## src/rtl/instr_fetch.sv

```systemverilog
// Instruction-fetch stage sitting between the program counter and
// instruction memory. Issues one read per PC value, returns the word with a
// one-cycle iready pulse, and keeps a single-entry last-fetch buffer so that
// re-fetching the same address skips memory.
//
// Memory handshake: in FETCH, mem_ren is held high with mem_addr stable.
// mem_ack high on a clock edge completes the read, and mem_rdata is
// captured on that edge. mem_ack in any other state is ignored. iready
// is a one-cycle pulse. There is no back-pressure from the consumer.
module instr_fetch #(
  parameter int unsigned TIMEOUT = 16  // max FETCH cycles without ack (2..255)
) (
  input  logic        clk,
  input  logic        nRST,
  input  logic [31:0] PCaddr,
  input  logic [31:0] mem_rdata,
  input  logic        mem_ack,
  input  logic        invalidate,
  output logic [31:0] mem_addr,
  output logic        mem_ren,
  output logic [31:0] instr,
  output logic        iready,
  output logic        fetch_err,
  output logic [1:0]  dbg_state
);

  localparam logic [1:0] IDLE  = 2'd0;
  localparam logic [1:0] FETCH = 2'd1;
  localparam logic [1:0] READY = 2'd2;
  localparam logic [1:0] ERROR = 2'd3;

  // Last FETCH cycle count that may still accept an ack.
  localparam logic [7:0] WAIT_LAST = 8'(TIMEOUT - 1);

  logic [1:0]  state_q, state_d;
  logic        valid_q, valid_d;
  logic [31:0] tag_q, tag_d;
  logic [31:0] instr_reg_q, instr_reg_d;
  logic [31:0] req_addr_q, req_addr_d;
  logic [7:0]  wait_cnt_q, wait_cnt_d;

  // Next-state and buffer update logic.
  always_comb begin
    state_d     = state_q;
    valid_d     = valid_q;
    tag_d       = tag_q;
    instr_reg_d = instr_reg_q;
    req_addr_d  = req_addr_q;
    wait_cnt_d  = wait_cnt_q;

    case (state_q)
      IDLE: begin
        if (PCaddr[1:0] != 2'b00) begin
          state_d = ERROR;
        end else if (valid_q && (tag_q == PCaddr)) begin
          state_d = READY;
        end else begin
          state_d    = FETCH;
          req_addr_d = PCaddr;
          wait_cnt_d = 8'd0;
        end
      end
      FETCH: begin
        // PCaddr is deliberately not looked at here; req_addr governs.
        if (mem_ack) begin
          instr_reg_d = mem_rdata;
          tag_d       = req_addr_q;
          valid_d     = 1'b1;
          state_d     = READY;
        end else if (wait_cnt_q == WAIT_LAST) begin
          state_d = ERROR;
        end else if (wait_cnt_q != 8'hFF) begin
          wait_cnt_d = wait_cnt_q + 8'd1;
        end
      end
      READY:   state_d = IDLE;
      ERROR:   state_d = ERROR;  // sticky until nRST
      default: state_d = IDLE;
    endcase

    // Clearing the buffer overrides a fill on the same edge; a hit already
    // decided from valid_q this cycle still goes through.
    if (invalidate) begin
      valid_d = 1'b0;
    end
  end

  // State and buffer registers with asynchronous active-low reset.
  always_ff @(posedge clk or negedge nRST) begin
    if (!nRST) begin
      state_q     <= IDLE;
      valid_q     <= 1'b0;
      tag_q       <= 32'd0;
      instr_reg_q <= 32'd0;
      req_addr_q  <= 32'd0;
      wait_cnt_q  <= 8'd0;
    end else begin
      state_q     <= state_d;
      valid_q     <= valid_d;
      tag_q       <= tag_d;
      instr_reg_q <= instr_reg_d;
      req_addr_q  <= req_addr_d;
      wait_cnt_q  <= wait_cnt_d;
    end
  end

  // Outputs decode straight from registers so reset clears them at once.
  assign mem_addr  = req_addr_q;
  assign mem_ren   = (state_q == FETCH);
  assign instr     = instr_reg_q;
  assign iready    = (state_q == READY);
  assign fetch_err = (state_q == ERROR);
  assign dbg_state = state_q;

endmodule

```

## config.mk

```make
export PLATFORM = sky130hd
export DESIGN_NAME = instr_fetch
export DESIGN_NICKNAME = d
export VERILOG_FILES = /design/src/rtl/instr_fetch.sv
export SDC_FILE = /design/constraint.sdc
export NUM_CORES = 1
export LEC_CHECK = 0
export CAP_MARGIN = 20
export CORE_ASPECT_RATIO = 0.7
export CORE_MARGIN = 2
export CORE_UTILIZATION = 30
export CTS_CLUSTER_SIZE = 30
export DETAILED_ROUTE_END_ITERATION = 16
export PLACE_DENSITY_LB_ADDON = 0.3
export SLEW_MARGIN = 20
export SYNTH_ARGS = -nofsm -noshare
export SYNTH_HDL_FRONTEND = slang
export SYNTH_SLANG_ARGS = --single-unit
```

## constraint.sdc

```tcl
create_clock -name clk -period 6.1 [get_ports clk]
set_clock_uncertainty 0.05 [all_clocks]
set_input_delay 0.61 -clock clk [delete_from_list [all_inputs] [get_ports clk]]
set_output_delay 0.61 -clock clk [all_outputs]
set_load 0.02 [all_outputs]
```

==> results.json <==
{
  "status": "finished, final reports clean",
  "worst_path_max_delay_cell": "clkdlybuf4s50_1",
  "io_pins": 137,
  "hp-class": "in -> async",
  "async_reset_ff_share_pct": 100,
  "cts_tree": "built",
  "critPathKind": "in -> reg",
  "max_freq_mhz": 320,
  "grt_pass1_wl_um": 16900,
  "power_frac_seq_pct": 38.6,
  "clock_sinks": 107,
  "dpl.cell_count": 637,
  "antenna_cells": 0,
  "internal-power_w": 0.00220,
  "rsz0062_at_grt": "false",
  "synthSimpleGateAreaFrac_pct": 5.77,
  "synth_xor_area_share_pct": 6.07,
  "switchingPower_w": 0.00114,
  "fp.dieH_um": 108,
  "start_kind": "input port",
  "hold_buffers": 0,
  "avgSynthCellArea_um2": 14.6,
  "cts_inserted_buffers": 9,
  "rows": 37,
  "initial_core_util_pct": 31.1,
  "synth_top_flop_cell": "dfrtp_1",
  "end_kind": "flop",
  "slew_headroom_pct": 35.7,
  "swShare_pct": 34.0,
  "synth-compound-area-share_pct": 2.30,
  "crit_path_max_fanout": 23,
  "drv_slew": 0,
  "cts_setup_buffers": 0,
  "grtUsageTotal_pct": 13.1,
  "ys_seq_elements": 107,
  "htree_levels": 3,
  "dr_total_vias": 2979,
  "cts_resized": 0,
  "clkPwrFrac_pct": 18.1,
  "synth_top_area_share_pct": 58.0,
  "grt-ovfl-total": 0,
  "antenna_found_initial": 0,
  "hold_violations": 0,
  "root_buffer": "clkbuf_16",
  "share_comb_of_total_power_pct": 43.3,
  "tightest_slew_ps": 964,
  "syn_inst": 316,
  "final_antenna_net_count": 0,
  "first_global_vias": 3134,
  "tns_ps": 0,
  "synth.area.top_cells": "dfrtp_1, mux2_2, mux2_4",
  "drt-initial-drc-count": 152,
  "nNetsFinal": 522,
  "finalWirelength_um": 10500,
  "ys_types": 37,
  "areaGrowthSynthToFinish_pct": 39.8,
  "synth_edf_count": 0,
  "layout_min_cycle_time_ps": 3130,
  "setup_viol": 0,
  "post-dp-hpwl_um": 7420,
  "die_w_um": 152,
  "drive_above_1_share_pct": 25.5,
  "synth_top_cell_by_area": "dfrtp_1",
  "clkTransAtPathRegs_ps": 70,
  "core_region_area_um2": 14900,
  "grt_max_degree": 68,
  "peakVddDrop_v": 0.000279,
  "power.density_nw_per_um2": 516,
  "synth_top_family_by_area": "multiplexers",
  "first_pass_iters": 4,
  "ys_warn_count": 0,
  "gp_congestion": 0.776,
  "insertion_delay_ps": 340,
  "vias_per_cell": 4.56,
  "crit_arrival_ps": 3300,
  "yosysSeqAreaShare_pct": 58.0,
  "avgRoutedWirePerCell_um": 16.0,
  "max_stage_delay_ps": 510,
  "drc": 0,
  "die_area_um2": 16400,
  "finalNonFillerCells": 653,
  "syn_nets": 385,
  "setup_ws_ps": 2970,
  "synthAdderAreaFrac_pct": 0.271,
  "cp.required_ps": 6270,
  "synthMuxAreaShare_pct": 25.0,
  "power.leakage_nw": 2.71,
  "fin_crit_sh_pct": 51.3,
  "io_buffers": 136,
  "clk_path_buf_depth": 2,
  "syn_area_um2": 4620,
  "crit_chain": "clkdlybuf4s50_1, xor2_1, nor4_1, nand4_1, nor4_4, nor2_4, buf_4, mux2_4",
  "cap_viol_max_count": 0,
  "post-place-ws_ps": 2560
}
-- registers in the layout, summed over array words and instances (netlist names) --
name	count
instr	32
mem_addr	32
tag_q	32
wait_cnt_q	8
dbg_state	2
valid_q	1
-- cell families after synthesis --
| kind of cell | count (synthesis) |
|---|---|
| mux | 94 |
| compound gates | 18 |
| simple gates | 44 |
| xor+xnor | 32 |
| fa+ha+maj | 1 |
| buf+inv | 20 |
| flops | 107 |
-- final cells by class --
cell class | count | area (um^2)
Clock buffer | 11 | 253
Timing Repair Buffer | 138 | 1370
Sequential cell | 107 | 2680
Clock inverter | 5 | 58.8
Inverter | 8 | 30.0
Fill cell | 1385 | 8400
Tap cell | 195 | 244
Multi-Input combinational cell | 189 | 1820
-- power by group through the flow --
stage | Clock [W] | Sequential (W) | Combinational, W
after floorplan | 0 | 0.00151 | 0.000583
after global placement | 0 | 0.00128 | 0.00144
after detailed placement | 0 | 0.00130 | 0.00146
after CTS | 0.000626 | 0.00129 | 0.00147
after global routing | 0.000658 | 0.00134 | 0.00154
final | 0.000603 | 0.00129 | 0.00144
-- critical path: cells and delay by family --
family / cells / cell delay, ps
xor gates and xnor gates: 1 / 220
muxes: 1 / 350
buffers and inverters: 2 / 820
and+or+nand+nor: 4 / 1280
-- synthesized netlist by cell type, drive strengths merged, types with 3 or more instances --
library cell,n
a31oi,5
and2b,3
buf,10
dfrtp,107
inv,7
mux2,93
nand2,6
nand3,3
nor2,4
nor3,8
nor4,8
o21ai,8
xnor2,5
xor2,27
-- placed cells by master (no fill, tap or decap), types with 2 or more instances in the layout --
master / instances
clkbuf_8: 2
nor3_1: 8
dfrtp_1: 107
clkinvlp_4: 2
xor2_1: 27
clkbuf_16: 9
o22ai_1: 2
nand4_1: 2
nor2_1: 3
nand2_1: 6
or3_1: 2
and2b_1: 2
mux2_2: 67
o21ai_0: 8
xnor2_1: 5
nand2b_1: 2
mux2_4: 26
buf_4: 3
nor4_1: 7
inv_1: 7
a31oi_1: 5
nand3_1: 3
clkdlybuf4s50_1: 135
-- stage by stage --
stage / total power, W / utilization, % / hold slack, ps / instance area, um^2
CTS: 0.00338 / 43.5 / 300 / 6460
floorplan: 0.00210 / - / 264 / 4620
global route: 0.00354 / 43.5 / 341 / 6460
global placement: 0.00272 / 41.4 / 438 / 6150
finish: 0.00334 / 43.5 / 282 / 6460
detailed placement: 0.00276 / 41.4 / 444 / 6150
-- routing by layer --
layer  vias to the layer above  routed length, um  GRT usage, %
li1                       1378                  -             -
met3                         7                924          5.27
met4                         0                 56          2.20
met1                      1488               4930          18.4
met5                         -                  0             0
met2                       106               4550          19.3
-- worst paths after layout --
check	end	slack, ps	startpoint	depth (start not counted)
max in group asynchronous	mem_addr[29]	4580	nRST	2
worst min register to register	instr[11]	450	instr[11]	1
worst max-delay path	mem_addr[19]	2970	PCaddr[1]	8
worst max register to register	mem_addr[19]	3430	tag_q[1]	7
worst min-delay path	wait_cnt_q[2]	280	nRST	1
min in group clk	instr[11]	450	instr[11]	1
Power figures use the tool's default switching activity.
